## src/rtl/counter_xn.sv

```systemverilog
`default_nettype none
// ============================================================================
// Module   : counter_xn
// Purpose  : N_CH-channel down-counter/timer. Each channel has a count, a
//            reload register, a compare register and a mode (stop, one-shot,
//            periodic, PWM). Counting is paced by a per-channel tick enable.
//            Writes use the counter_we / counter_ch / reg_sel / counter_val
//            path; counter_out reads back the count of channel counter_ch.
// Ports    : clk           system clock, rising edge
//            rst           asynchronous active-high reset
//            tick[N_CH]    per-channel count enable (one clk wide)
//            counter_we    write strobe
//            counter_ch    channel select for write and read
//            reg_sel       00 reload, 01 compare, 10 control, 11 reserved
//            counter_val   write data
//            counter_out   count of channel counter_ch (0 if out of range)
//            counter_done  sticky per-channel terminal flags
//            pwm_out       per-channel PWM level
//            irq           (only with COUNTER_XN_IRQ_EN) registered OR of
//                          done & interrupt-enable over all channels
// Options  : COUNTER_XN_IRQ_EN - adds control bit [3] (interrupt enable) and
//            the irq output. Undefined: no irq port, bit [3] ignored.
// Revision : 1.0 - initial release
// ============================================================================
module counter_xn #(
   parameter int N_CH    = 4,
   parameter int WIDTH   = 32,
   parameter int CH_BITS = 2
) (
   input  logic               clk,
   input  logic               rst,
   input  logic [N_CH-1:0]    tick,
   input  logic               counter_we,
   input  logic [CH_BITS-1:0] counter_ch,
   input  logic [1:0]         reg_sel,
   input  logic [WIDTH-1:0]   counter_val,
   output logic [WIDTH-1:0]   counter_out,
   output logic [N_CH-1:0]    counter_done,
   output logic [N_CH-1:0]    pwm_out
`ifdef COUNTER_XN_IRQ_EN
   ,
   output logic               irq
`endif
);

   localparam logic [1:0] c_mode_stop    = 2'b00;
   localparam logic [1:0] c_mode_oneshot = 2'b01;
   localparam logic [1:0] c_mode_period  = 2'b10;
   localparam logic [1:0] c_mode_pwm     = 2'b11;

   localparam logic [1:0] c_sel_reload   = 2'b00;
   localparam logic [1:0] c_sel_compare  = 2'b01;
   localparam logic [1:0] c_sel_ctrl     = 2'b10;

   localparam logic [WIDTH-1:0] c_one    = WIDTH'(1);

   // Per-channel counts gathered for the read-back mux.
   logic [N_CH-1:0][WIDTH-1:0] all_count;
`ifdef COUNTER_XN_IRQ_EN
   logic [N_CH-1:0]            all_ien;
`endif

   genvar gi;
   generate
      for (gi = 0; gi < N_CH; gi++) begin : g_ch
         logic [WIDTH-1:0] count_q, count_d;
         logic [WIDTH-1:0] reload_q, reload_d;
         logic [WIDTH-1:0] compare_q, compare_d;
         logic [1:0]       mode_q, mode_d;
         logic             done_q, done_d;
         logic             wr_hit;
         logic             take_tick;
         logic             done_set;
         logic             done_clr;
`ifdef COUNTER_XN_IRQ_EN
         logic             ien_q, ien_d;
`endif

         // Channels whose index exceeds N_CH never match, so out-of-range
         // writes fall through with no effect.
         assign wr_hit = counter_we && (counter_ch == CH_BITS'(gi));

         always_comb begin
            count_d   = count_q;
            reload_d  = reload_q;
            compare_d = compare_q;
            mode_d    = mode_q;
            done_set  = 1'b0;
            done_clr  = 1'b0;
            take_tick = tick[gi];
`ifdef COUNTER_XN_IRQ_EN
            ien_d     = ien_q;
`endif

            if (wr_hit) begin
               case (reg_sel)
                  c_sel_reload: begin
                     reload_d  = counter_val;
                     count_d   = counter_val;
                     // The write owns the count this cycle; the tick is lost.
                     take_tick = 1'b0;
                  end
                  c_sel_compare: begin
                     compare_d = counter_val;
                  end
                  c_sel_ctrl: begin
                     mode_d   = counter_val[1:0];
                     done_clr = counter_val[2];
`ifdef COUNTER_XN_IRQ_EN
                     ien_d    = counter_val[3];
`endif
                  end
                  default: begin
                  end
               endcase
            end

            // Compare and control writes leave the count alone, so a
            // coincident tick still advances under the mode held before the
            // write. This lets a terminal event land in the same cycle as a
            // write-1-to-clear, in which case the set below wins.
            if (take_tick) begin
               case (mode_q)
                  c_mode_stop: begin
                  end
                  c_mode_oneshot: begin
                     if (count_q > c_one) begin
                        count_d = count_q - c_one;
                     end else if (count_q == c_one) begin
                        count_d  = '0;
                        done_set = 1'b1;
                     end
                  end
                  default: begin
                     // Periodic and PWM: reload on 1 (terminal) or on 0
                     // (restart without a terminal event).
                     if (count_q > c_one) begin
                        count_d = count_q - c_one;
                     end else begin
                        count_d  = reload_q;
                        done_set = (count_q == c_one);
                     end
                  end
               endcase
            end

            done_d = done_set | (done_q & ~done_clr);
         end

         always_ff @(posedge clk or posedge rst) begin
            if (rst) begin
               count_q   <= '0;
               reload_q  <= '0;
               compare_q <= '0;
               mode_q    <= c_mode_stop;
               done_q    <= 1'b0;
            end else begin
               count_q   <= count_d;
               reload_q  <= reload_d;
               compare_q <= compare_d;
               mode_q    <= mode_d;
               done_q    <= done_d;
            end
         end

`ifdef COUNTER_XN_IRQ_EN
         always_ff @(posedge clk or posedge rst) begin
            if (rst) begin
               ien_q <= 1'b0;
            end else begin
               ien_q <= ien_d;
            end
         end
         assign all_ien[gi] = ien_q;
`endif

         assign all_count[gi]    = count_q;
         assign counter_done[gi] = done_q;
         assign pwm_out[gi]      = (mode_q == c_mode_pwm) &&
                                   (count_q != '0) &&
                                   (count_q <= compare_q);
      end
   endgenerate

   // Read-back mux; unmatched (out-of-range) selects return 0.
   always_comb begin
      counter_out = '0;
      for (int k = 0; k < N_CH; k++) begin
         if (counter_ch == CH_BITS'(k)) begin
            counter_out = all_count[k];
         end
      end
   end

`ifdef COUNTER_XN_IRQ_EN
   logic irq_q, irq_d;

   assign irq_d = |(counter_done & all_ien);

   always_ff @(posedge clk or posedge rst) begin
      if (rst) begin
         irq_q <= 1'b0;
      end else begin
         irq_q <= irq_d;
      end
   end

   assign irq = irq_q;
`endif

endmodule
`default_nettype wire

```

## config.mk

```make
export PLATFORM = sky130hd
export DESIGN_NAME = counter_xn
export DESIGN_NICKNAME = d
export VERILOG_FILES = /design/src/rtl/counter_xn.sv
export SDC_FILE = /design/constraint.sdc
export NUM_CORES = 1
export LEC_CHECK = 0
export CORE_UTILIZATION = 33
export DETAILED_ROUTE_END_ITERATION = 8
export HOLD_SLACK_MARGIN = 0.1
export PLACE_DENSITY = 0.49
export SYNTH_ARGS = -nofsm -noshare
export SYNTH_HDL_FRONTEND = slang
export SYNTH_SLANG_ARGS = --single-unit
```

## constraint.sdc

```tcl
create_clock -name clk -period 15 [get_ports clk]
set_input_delay 2.25 -clock clk [delete_from_list [all_inputs] [get_ports clk]]
set_output_delay 2.25 -clock clk [all_outputs]
set_load 0.05 [all_outputs]
```

Yosys cells after proc, flatten, opt, wreduce, memory -nomap -nowiden
Cells that the tools add are included.

Output and inout port bits: 40. Logic and storage cells: 160. Input bits: 43. Register bits after elaboration: 396.

Eq/ne operators: 17. Bitwise gates (word level): 12. Muxes and demuxes: 65. $add $sub $neg: 4. Magnitude comparators: 8. Reductions and logical operators: 34.

Operators with widths (number): $mux 32 (28); $pmux 32 s2 (4); $eq 32x1->1 const B (4); $gt 32x1->1 const B (4); $le 32x32->1 (4); $reduce_bool 32->1 (4); $sub 32x1->32 const B (4); $mux 1 (29); $reduce_and 2->1 (12); $eq 2x2->1 const B (7); $eq 2x1->1 const B (6); $logic_and 1x1->1 (12); $logic_not 2->1 (6); $pmux 1 s2 (4); $and 1x1->1 (4); $not 1->1 (4); $or 1x1->1 (4).

Depth between registers and ports, before layout
Gate-level depths: netlist (run 1).

Word-level depth: 7. Mapped depth: 10. Mapped depth without buffers: 8.

Worst setup path before layout (run 1)
No wires, ideal clock.

Kind: input -> output. From: in counter_ch[0]. To: out counter_out[27]. Data arrival time: 3.973 ns. Data required time: 12.750 ns. Buffers on the path: 2. Slack: 8.777 ns. Stages on the path: 3. Cells stage by stage: buf_1 buf_1 mux4_1.

Cells in the longest elaborated chain, start to end: 5. Elaborated cells on any way between the ends: 8. Classes of those cells: 3 x eq/ne; 4 x mux; 1 x reduce/logical.

RTL lines: from (decl) (line 34) `input logic [CH_BITS-1:0] counter_ch,`; $logic_not 2->1 (line 189) `if (counter_ch == CH_BITS'(k)) begin`; $mux 32 (3 in a row) (line 189); $mux 32 * (line 189); to (decl) (line 37) `output logic [WIDTH-1:0] counter_out,`.

Every way passes the cells marked *; elsewhere a longest branch is shown, timed or not.

Worst setup path in the final report (run 1)
Same ends and word-level chain as after synthesis.

==> run_results.csv, run 1 <==
group,metric,value,unit
clock_network,numCtsBuffers,48,
finish,fin_cells,3681,
placement,hpwlAfterDp,63800,microns
placement,dp_cells,3589,
detailed_routing,vias_per_cell,5.68,
clock_network,clock-root-buffer,"clkbuf_16",
power,clkPwrFrac,0.230,
detailed_routing,wl_met2,41800,microns
floorplan,die-area,73200,sq um
finish,final_cell_mix,"nand2_1, dfrtp_1, o21ai_0",
clock_network,postCtsSetupBuffers,0,
critical_path,crit_path_top_delay_cell,"clkdlybuf4s50_1",
synthesis,synth_seq_cells,396,
critical_path,crit_fanout,41,
timing,fin_crit_sh,0.447,
placement,portBuffers,82,
clock_network,cts.clk_slew.worst_paths,0.06,ns
grt,grt_pass1_vias,20100,
floorplan,rows,98,
detailed_routing,ant_nets,0,
synthesis,synth.avg_cell_area,8.82,sq um
detailed_routing,route.detailed.drc,0,
timing,max_freq,0.149,GHz
synthesis,syn-num-nets,2878,
detailed_routing,vias,20900,
detailed_routing,met1_length,40300,microns
timing,finalSetupTns,0,ns
detailed_routing,initialDrtViolationCount,2210,
timing,finalSetupViolations,0,
synthesis,syn_inst,2699,
grt,antenna_found_initial,17,
critical_path,critical_path_class,"input pin to output port",
critical_path,critPathLaunchType,"input pin",
power,p_seq_frac,0.384,
timing,fin_crit,6.71,ns
finish,drive_gt1_frac,0.0878,
grt,grt_pass1_wl,137000,microns
finish,multi_input_area,12700,sq um
synthesis,async_flop_share,1.00,
grt,grt-ovfl-total,0,
floorplan,fp.dieW,271,microns
critical_path,cp.arrival,4.46,ns
synthesis,ys.flop_type,"dfrtp_1",
power,p_switching,0.00228,W
power,p_per_area,193,nW/um^2
finish,fillers,7203,
flow_run,cap_viol_max_count,0,
timing,maxSlewHeadroom,0.149,
floorplan,start_util,0.333,
floorplan,io_pins,83,
timing,skew,0.0104,ns
clock_network,cts_resized,0,
critical_path,slowest_delay,0.74,ns
finish,fin_area,27100,sq um
power,ir_drop,0.0987,mV
clock_network,holdBufCountCts,0,
synthesis,synth_area,23800,sq um
detailed_routing,wl,92600,microns
placement,globalplace.congestion,0.888,
power,p_sw_frac,0.438,
finish,final_common_cell,"nand2_1",
power,leakage,12.5,nW
critical_path,end_kind,"output port",
synthesis,seq_area_frac_synth,0.416,
timing,hold_slack,0.470,ns
detailed_routing,wl_met3,6840,microns
synthesis,synth_edf_count,0,
placement,placed_area,25400,sq um
timing,grt_setup_unrepaired,"false",
timing,tightest_slew,1.26,ns
floorplan,core_area,71400,sq um
grt,grt_use_total,0.251,
critical_path,crit_chain,"buf_2 > buf_4 > mux4_1 > clkdlybuf4s50_1",
finish,seqCellArea,9910,sq um
floorplan,fp.dieH,271,microns
clock_network,cts_sinks,396,
finish,areaGrowthSynthToFinish,13.7,%
synthesis,yosys_warnings,0,
synthesis,ys_types,75,
detailed_routing,top_layer,"met4",
clock_network,htree_levels,2,
finish,fin_nets,2868,
timing,report.final.slew_viol_count,0,
worst_hold_path,min_path_type,"register to register",
grt,grt_max_degree,131,
detailed_routing,firstDrtPassIters,6,
detailed_routing,wl_per_cell,25.1,microns
run_status,status,"complete, no violations",
clock_network,clk_latency,0.59,ns
timing,final-hold-violation-count,0,
clock_network,cts_buffer_depth,3,
power,internal_power,0.00294,W
power,combPwrFrac,0.386,
critical_path,critPathRequiredTime,12.75,ns
clock_network,cts_tree,"yes",
flip-flops by register name (all words and copies together), names as in the netlist:
register	count
g_ch.compare_q	128
g_ch.reload_q	128
g_ch.count_q	128
g_ch.done_q	4
g_ch.mode_q	8
worst max-delay path, delay by kind of cell:
| kind | cells | cell delay [ns] |
|---|---|---|
| buffers and inverters | 3 | 1.44 |
| multiplexers | 1 | 0.73 |
cells in the mapped netlist (10+ instances only):
master	count	share of area
nand3_1	57	0.012
nand2_1	632	0.10
nor2_1	110	0.017
dfrtp_1	396	0.42
inv_1	138	0.022
nor2b_1	12	0.0032
ha_1	136	0.072
mux2_2	50	0.024
a21o_1	46	0.015
or4_1	22	0.0069
mux4_2	31	0.029
clkbuf_1	141	0.022
nand4_1	37	0.0097
o22ai_1	37	0.0097
mux2i_1	45	0.019
a31oi_1	46	0.012
nor4_1	37	0.0097
or3_1	23	0.0060
nor3_1	62	0.013
a221o_1	32	0.013
o21ai_0	184	0.039
o211ai_1	14	0.0044
xnor2_1	56	0.021
buf_2	16	0.0034
xor2_1	48	0.018
a21oi_1	114	0.024
o31ai_1	10	0.0032
buf_1	19	0.0030
power by group through the flow:
stage	Sequential, W	Combinational (W)	Clock, W
final	0.00201	0.00202	0.00120
after global routing	0.00203	0.00224	0.00127
after CTS	0.00199	0.00201	0.00122
after detailed placement	0.00201	0.00199	0
after global placement	0.00201	0.00194	0
after floorplan	0.00164	0.00155	0
final timing paths:
kind                                     startpoint                    end  slack [ns]  depth (start not counted)
max in group asynchronous                       rst  g_ch[2].compare_q[10]       10.27                          4
worst min register to register  g_ch[1].reload_q[0]    g_ch[1].reload_q[0]        0.47                          2
worst min-delay path            g_ch[1].reload_q[0]    g_ch[1].reload_q[0]        0.47                          2
worst max register to register  g_ch[1].count_q[27]    g_ch[1].count_q[25]       11.03                          7
min in group asynchronous                       rst    g_ch[0].count_q[31]        2.30                          2
worst max-delay path                  counter_ch[0]        counter_out[27]        8.29                          4
cells by family (layout without fill, tap and decap cells):
logic type | after synthesis | after routing | share of synthesized area
other cells | 0 | 8 | 0
xor+xnor | 104 | 104 | 0.0383
fa+ha+maj | 136 | 136 | 0.0715
flops | 396 | 396 | 0.416
simple gates | 1062 | 1062 | 0.203
mux | 127 | 127 | 0.0730
compound gates | 553 | 553 | 0.145
buf+inv | 321 | 345 | 0.0526
through the flow:
stage / setup WS [ns] / util / total power, W
4_1_cts: 8.26 / 0.379 / 0.00523
3_5_place_dp: 8.28 / 0.356 / 0.00401
5_1_grt: 8.16 / 0.379 / 0.00554
3_3_place_gp: 8.28 / 0.356 / 0.00395
6_report: 8.29 / 0.379 / 0.00522
2_1_floorplan: 1.74 / - / 0.00319
area by class of cell:
type,instances,area share
multi-input combinational,1982,0.469
tap,950,0.0439
timing repair buffer,123,0.0413
inverter,138,0.0194
sequential,396,0.366
antenna,8,0.000740
clock buffer,73,0.0542
clock inverter,11,0.00490
per-layer routing:
metal	up-vias	track usage
met1	10400	0.351
met2	834	0.389
met3	163	0.0374
met4	0	0.0974
li1	9462	-
met5	-	0
No activity file was read; power rests on OpenSTA's default activity.
==> run 2, diff against run 1 <==
Clock period 15 ns to 6.41 ns, I/O delays scaled along.
==> run_results.csv, run 2 (same netlist as run 1, synthesis figures left out) <==
group,metric,value,unit
clock_network,cts_tree,"yes",
critical_path,crit_fanout,20,
detailed_routing,initialDrtViolationCount,1867,
timing,tightest_slew,1.33,ns
detailed_routing,vias_per_cell,5.68,
clock_network,numCtsBuffers,48,
critical_path,regToRegStartpoint,"g_ch[1].count_q[27]",
floorplan,fp.dieH,271,microns
floorplan,io_pins,83,
grt,grt_max_degree,171,
timing,fin_crit,5.24,ns
timing,grt_setup_unrepaired,"false",
grt,grt_pass1_wl,137000,microns
timing,final-hold-violation-count,0,
detailed_routing,vias,20900,
grt,grt_use_total,0.250,
finish,drive_gt1_frac,0.0908,
detailed_routing,firstDrtPassIters,5,
worst_hold_path,min_path_type,"register to register",
floorplan,fp.dieW,271,microns
timing,setup_ws,1.17,ns
clock_network,clk_latency,0.62,ns
grt,antenna_found_initial,7,
clock_network,htree_levels,2,
placement,pre_cts_ws,1.81,ns
critical_path,reg2reg_slack,2.29,ns
power,leakage,12.5,nW
placement,portBuffers,82,
critical_path,critPathLaunchType,"register",
critical_path,critical_path_class,"register to output port",
floorplan,start_util,0.333,
detailed_routing,wl,92200,microns
clock_network,postCtsSetupBuffers,0,
worst_hold_path,min_path_cells,2,
critical_path,worstRegToRegCells,7,
clock_network,cts_sinks,396,
placement,hpwlAfterDp,63900,microns
detailed_routing,wl_per_cell,25.0,microns
finish,reg_top3,"g_ch.compare_q (128), g_ch.count_q (128), g_ch.reload_q (128)",
timing,fin_crit_sh,0.818,
grt,grt-ovfl-total,0,
power,p_total,0.0123,W
critical_path,end_kind,"output port",
run_status,status,"complete, no violations",
grt,grt_pass1_vias,20300,
critical_path,critPathRequiredTime,5.45,ns
flow_run,cap_viol_max_count,0,
floorplan,core_area,71400,sq um
worst_hold_path,holdPathEnd,"g_ch[3].reload_q[12]",
detailed_routing,ant_nets,0,
clock_network,cts_resized,0,
timing,finalSetupTns,0,ns
timing,max_freq,0.191,GHz
clock_network,clock-root-buffer,"clkbuf_16",
worst_hold_path,min_from,"g_ch[3].reload_q[12]",
floorplan,die-area,73200,sq um
timing,maxSlewHeadroom,0.112,
clock_network,cts_buffer_depth,3,
detailed_routing,route.detailed.drc,0,
critical_path,cp.arrival,4.28,ns
clock_network,cts.clk_slew.worst_paths,0.06,ns
power,ir_drop,0.235,mV
finish,fin_nets,2870,
power,p_per_area,453,nW/um^2
timing,finalSetupViolations,0,
finish,areaGrowthSynthToFinish,14.1,%
clock_network,holdBufCountCts,0,
finish,final_cell_mix,"nand2_1, dfrtp_1, o21ai_0",
floorplan,rows,98,
critical_path,worst_r2r_endpoint,"g_ch[1].count_q[28]",
finish,final_common_cell,"nand2_1",
timing,report.final.slew_viol_count,0,
timing,skew,0.0389,ns
placement,globalplace.congestion,0.901,
==> run 2: cell count changes in the layout (fill, tap and decap cells not counted), moves of 2 or more <==
cell        change
clkbuf_1        -3
clkinvlp_4      +2
clkinv_2        +3
diode_2         -5
buf_12          +2
==> run 2: where the power goes <==
| part | internal (W) | total, W | switching, W |
|---|---|---|---|
| Combinational | 0.00199 | 0.00479 | 0.00280 |
| Clock | 0.00173 | 0.00290 | 0.00118 |
| Sequential | 0.00320 | 0.00459 | 0.00139 |
==> run 2: critical path, cell delays in order, from the launching register on <==
cell	delay, ns
dfrtp_1	0.48
nor3_1	0.72
nand4_1	0.15
buf_4	0.26
or3_1	0.48
o211ai_1	0.43
or4_1	0.26
o22ai_1	0.14
clkdlybuf4s50_1	0.74
==> run 2: per-layer routing <==
| metal | share of wire | GRT usage | up-vias |
|---|---|---|---|
| met4 | 0.040 | 0.0968 | 2 |
| met5 | 0.00022 | 0 | - |
| met2 | 0.45 | 0.388 | 740 |
| met1 | 0.44 | 0.342 | 10600 |
| met3 | 0.075 | 0.0486 | 146 |
| li1 | - | - | 9449 |
==> run 2: metrics by stage <==
step / cell area (sq um) / hold WS, ns / util / instances
floorplan: 23800 / 0.432 / - / 2699
global route: 27100 / 0.492 / 0.380 / 3680
global placement: 25500 / 0.454 / 0.357 / 3591
finish: 27200 / 0.475 / 0.380 / 3683
CTS: 27100 / 0.474 / 0.380 / 3680
detailed placement: 25500 / 0.459 / 0.357 / 3591
==> run 2: final cells by class <==
type / instances / area, sq um
Fill cell: 7237 / 44200
Multi-Input combinational cell: 1982 / 12700
Sequential cell: 396 / 9910
Clock buffer: 72 / 1490
Tap cell: 950 / 1190
Timing Repair Buffer: 125 / 1160
Inverter: 138 / 522
Clock inverter: 17 / 180
Antenna cell: 3 / 7.51
==> run 2: worst max-delay path by stage <==
stage / start / endpoint / slack (ns)
floorplan: rst / g_ch[0].compare_q[0] / 0.12
global placement: g_ch[1].count_q[5] / pwm_out[1] / 1.85
detailed placement: g_ch[1].count_q[5] / pwm_out[1] / 1.81
CTS: g_ch[1].count_q[5] / pwm_out[1] / 1.15
global route: g_ch[1].count_q[5] / pwm_out[1] / 1.02
finish: g_ch[1].count_q[5] / pwm_out[1] / 1.17
